--- config.mk ---
export PLATFORM = sky130hd
export DESIGN_NAME = food_placer
export DESIGN_NICKNAME = d
export VERILOG_FILES = /design/src/rtl/food_placer.sv
export SDC_FILE = /design/constraint.sdc
export NUM_CORES = 1
export LEC_CHECK = 0
export BUFFER_PORTS_ARGS = -buffer_cell sky130_fd_sc_hd__buf_4
export CAP_MARGIN = 20
export CORE_MARGIN = 1.5
export CORE_UTILIZATION = 30
export DETAILED_ROUTE_END_ITERATION = 7
export HOLD_SLACK_MARGIN = 0.02
export SLEW_MARGIN = 30
export SYNTH_ARGS = -nofsm -noshare
export SYNTH_HDL_FRONTEND = slang
export SYNTH_SLANG_ARGS = --single-unit
--- constraint.sdc ---
create_clock -name clk -period 1.9 [get_ports clk]
set_input_delay 0.095 -clock clk [delete_from_list [all_inputs] [get_ports clk]]
set_output_delay 0.095 -clock clk [all_outputs]
set_load 0.05 [all_outputs]
--- src/rtl/food_placer.sv ---
// Food placement engine: draws LFSR candidates, drops off-grid ones, confirms free
// cells with the occupancy checker and publishes the first free one or a failure.
module food_placer #(
  parameter int GRID_W    = 15,
  parameter int GRID_H    = 20,
  parameter int MAX_TRIES = 31
) (
  input  logic       clk,
  input  logic       rst_n,
  input  logic       start,
  input  logic [3:0] rng4,
  input  logic [4:0] rng5,
  output logic       rng_update,
  output logic       occ_req,
  output logic [3:0] occ_x,
  output logic [4:0] occ_y,
  input  logic       occ_ack,
  input  logic       occ_hit,
  output logic       busy,
  output logic       done,
  output logic       fail,
  output logic [3:0] food_x,
  output logic [4:0] food_y,
  output logic       food_valid
);

  typedef enum logic [2:0] {
    IDLE, STEP, CAND, QUERY, REJECT, DONE_OK, DONE_FAIL
  } state_t;

  localparam int                TRY_W    = $clog2(MAX_TRIES + 1);
  localparam logic [TRY_W-1:0]  TRY_MAX  = TRY_W'(MAX_TRIES);
  localparam logic [3:0]        GRID_W_L = 4'(GRID_W);
  localparam logic [4:0]        GRID_H_L = 5'(GRID_H);

  state_t           state, state_n;
  logic [TRY_W-1:0] tries, tries_inc;
  logic [3:0]       cand_x;
  logic [4:0]       cand_y;
  logic             cand_ok;

  always_comb begin
    cand_x    = rng4 - 4'd1;
    cand_y    = rng5 - 5'd1;
    cand_ok   = (cand_x < GRID_W_L) && (cand_y < GRID_H_L);
    tries_inc = tries + TRY_W'(1);
    state_n   = state;
    case (state)
      IDLE:      if (start) state_n = STEP;
      STEP:      state_n = CAND;
      CAND:      state_n = cand_ok ? QUERY : REJECT;
      QUERY:     if (occ_ack) state_n = occ_hit ? REJECT : DONE_OK;
      REJECT:    state_n = (tries_inc == TRY_MAX) ? DONE_FAIL : STEP;
      DONE_OK:   state_n = IDLE;
      DONE_FAIL: state_n = IDLE;
      default:   state_n = IDLE;
    endcase
  end

  // Outputs are decoded from the next state so they line up with the state register.
  always_ff @(posedge clk or negedge rst_n) begin
    if (!rst_n) begin
      state      <= IDLE;
      tries      <= '0;
      rng_update <= 1'b0;
      occ_req    <= 1'b0;
      occ_x      <= '0;
      occ_y      <= '0;
      busy       <= 1'b0;
      done       <= 1'b0;
      fail       <= 1'b0;
      food_x     <= '0;
      food_y     <= '0;
      food_valid <= 1'b0;
    end else begin
      state      <= state_n;
      rng_update <= (state_n == STEP);
      occ_req    <= (state_n == QUERY);
      busy       <= (state_n != IDLE);
      done       <= (state_n == DONE_OK) || (state_n == DONE_FAIL);
      fail       <= (state_n == DONE_FAIL);
      if (state == IDLE && start) begin
        tries      <= '0;
        food_valid <= 1'b0;
      end
      if (state == CAND) begin
        occ_x <= cand_x;
        occ_y <= cand_y;
      end
      if (state == REJECT) tries <= tries_inc;
      if (state_n == DONE_OK) begin
        food_x     <= occ_x;
        food_y     <= occ_y;
        food_valid <= 1'b1;
      end
    end
  end

endmodule

==> flow_metrics.tcl <==
set metrics [dict create \
    status "complete, no violations" \
    seq_area_frac_synth 0.492 \
    cap_violations 0 \
    timing.final.crit_period_ns 1.90 \
    wl_per_cell_um 12.4 \
    worst_ep_arrival_time_ns 2.07 \
    antenna_cells 0 \
    cp-startpoint "tries[0]$_DFFE_PN0P_" \
    overflow 0 \
    root_buffer "clkbuf_8" \
    coreArea_um2 5170 \
    clock-sinks 32 \
    wl_mm 3.51 \
    worstHoldStart "rng4[0]" \
    fmax_mhz 527 \
    cts_max_level 2 \
    final_common_cell "buf_4" \
    yosys_warnings 0 \
    numCtsBuffers 5 \
    grt_use_total 0.129 \
    clk-insertion-delay-late_ns 0.28 \
    rows 26 \
    ant_nets 0 \
    num_vias 1275 \
    synth_fp_nets 174 \
    fill_cells 508 \
    gp_congestion 0.805 \
    slew_viol_final 0 \
    synth_top_cell_area_share 0.492 \
    antenna_found_initial 0 \
    finalCritPeriodShare 0.998 \
    synth_area_leader_cell "dfrtp_1" \
    drtIter0Drc 45 \
    hp-class "input port to flip-flop" \
    final_cell_mix "54 x buf_4, 32 x dfrtp_1, 23 x nand2_1" \
    cts_tree "yes" \
    required_ns 2.07 \
    power.leakage_nw 1.11 \
    critPathCaptureType "flip-flop" \
    worstSetupPathType "flip-flop to flip-flop" \
    dieArea_um2 5880 \
    slowest_stage "dfrtp_1" \
    die-width_um 76.7 \
    fin_ws_ns 0.00313 \
    drive_above_1_share 0.385 \
    critical_path.max_stage_delay_ns 0.40 \
    cp-start-kind "flip-flop" \
    syn_avg_cell_area_um2 10.5 \
    worstPathCellList "ha_2 > nor4bb_2 > a32oi_1 > o211ai_1 > o311ai_4 > buf_6 > mux2_4" \
    ir_drop_mv 0.670 \
    slew_headroom 0.567 \
    r2r_start "tries[0]$_DFFE_PN0P_" \
    multi_input_area_um2 797 \
    power_density_nw_per_um2 1710 \
    syn_inst 155 \
    ff2ff_setup_slack_ns 0.003 \
    post-place-ws_ns -0.110 \
    area_growth_pct 39.0 \
    fin_skew_ns 0.00530 \
    seq_area_um2 801 \
    vias_per_cell 4.51 \
    portBuffers 37 \
    synth_seq_cells 32 \
    worst_pin_slew_ns 0.642 \
    drt-pass1-iter-count 4 \
    clk_path_buf_depth 2 \
    grt_start_max_net_pins 33 \
    final_core_util 0.438 \
    synth_cell_types 38 \
    power_w 0.00387 \
    setup_violations 0 \
    syn_area_um2 1630 \
    die_h_um 76.7 \
    worst-path-max-fanout 5 \
    grt_pass1_wl_mm 5.89 \
    nets 231 \
    io_pins 38 \
    grt_pass1_vias 1231 \
    drt_drc_violations_left 0 \
    synthTopCellsByArea "dfrtp_1 49%, mux2_4 7.4%, nand2_1 5.3%" \
    start_util 0.315 \
    clk_pin_slew_ns 0.07 \
    hold_viol 0 \
    hpwl_mm 2.60 \
    rsz0062_at_grt "true" \
]
-- through the flow --
stage          instance area, um2  instances  TNS (ns)  hold WS (ns)
3_3_place_gp                 2090        273    -0.623        0.0556
3_5_place_dp                 2090        273    -0.858        0.0569
5_1_grt                      2260        283    -0.610        0.0508
4_1_cts                      2220        282         0        0.0361
2_1_floorplan                1630        155         0        -0.201
6_report                     2260        283         0        0.0416
-- power by group --
part	switching, W	internal, W	total (W)
logic	0.00129	0.000775	0.00206
registers	0.000219	0.000948	0.00117
clock network	0.000255	0.000388	0.000643
total	0.00176	0.00211	0.00387
-- metal layers --
layer / vias to the layer above / track usage / part of all wire
li1: 658 / - / -
met1: 588 / 0.169 / 0.49
met2: 25 / 0.199 / 0.47
met3: 4 / 0.0345 / 0.034
met4: 0 / 0.0556 / 0.015
met5: - / 0 / 0
-- state kept, by name (all words and copies together), names as in the netlist, 3 cells and up --
register and flops:
food_x 4, tries 5, occ_y 5, food_y 5, state 3, occ_x 4
-- cells in the mapped netlist --
library cell  instances
o21ai_0              16
o2111ai_1             1
nor2b_1               3
nand2_1              23
o311ai_2              2
a211o_1               1
ha_1                  5
o22a_1                1
buf_2                 1
a32oi_1               1
mux2_2                1
inv_1                 8
or3_2                 1
nand2b_1              5
o211a_1               1
nor3b_1               2
o211ai_1              1
nor3_1                7
dfrtp_1              32
or3_1                 2
a21oi_1               1
nand3b_1              1
a31oi_1               1
or2_2                 2
nand3_1               2
o311ai_0              1
buf_6                 1
clkbuf_1              5
nor4bb_1              1
a21o_1                2
nor2_1                3
a22o_1                3
mux2_4                8
and2_1                1
xnor2_1               6
nand4b_1              1
a32o_1                1
o31ai_1               1
-- worst paths after layout --
path,end,cells after the start
setup / recovery,food_y[2]$_DFFE_PN0N_,7
hold / removal,occ_x[0]$_DFFE_PN0P_,2
setup reg to reg,food_y[2]$_DFFE_PN0N_,7
hold reg to reg,food_valid$_DFFE_PN0P_,2
max in group asynchronous,rng_update$_DFF_PN0_,2
min in group asynchronous,food_y[0]$_DFFE_PN0N_,2
-- kinds of logic (layout without fill, tap and decap cells) --
logic type                 after synthesis  in the layout  synth area share
AOI/OAI and AO/OA                       34             34             0.150
buffers and inverters                   15             73            0.0399
adders and majority gates                5              5            0.0384
DFF                                     32             32             0.492
xor gates and xnor gates                 6              6            0.0323
and+or+nand+nor                         54             54             0.167
muxes                                    9              9            0.0806
-- critical path: cells and delay by family (launching register included) --
family,cells,cell delay (ns)
and+or+nand+nor,1,0.16
DFF,1,0.40
adders and majority gates,1,0.19
muxes,1,0.30
AOI/OAI and AO/OA,3,0.56
buffers and inverters,1,0.19
-- repair_timing --
action / 4_1_cts / 5_1_grt
hold buffers: 1 / 0
endpoints found under the hold margin: 32 / 0
buffers inserted: 0 / 0
endpoints found under the setup margin: 8 / 10
resized for setup: 1 / 9
gates cloned: 0 / 1
pin swaps: 1 / 6
-- cell type report --
cell class | instances | share of cell area
flip-flops and latches | 32 | 0.354
inverters | 8 | 0.0133
multi-input cells | 108 | 0.352
clock buffers | 5 | 0.0304
clock inverters | 3 | 0.0188
repair buffers | 57 | 0.193
well taps | 70 | 0.0387
(Power assumes the default switching activity.)
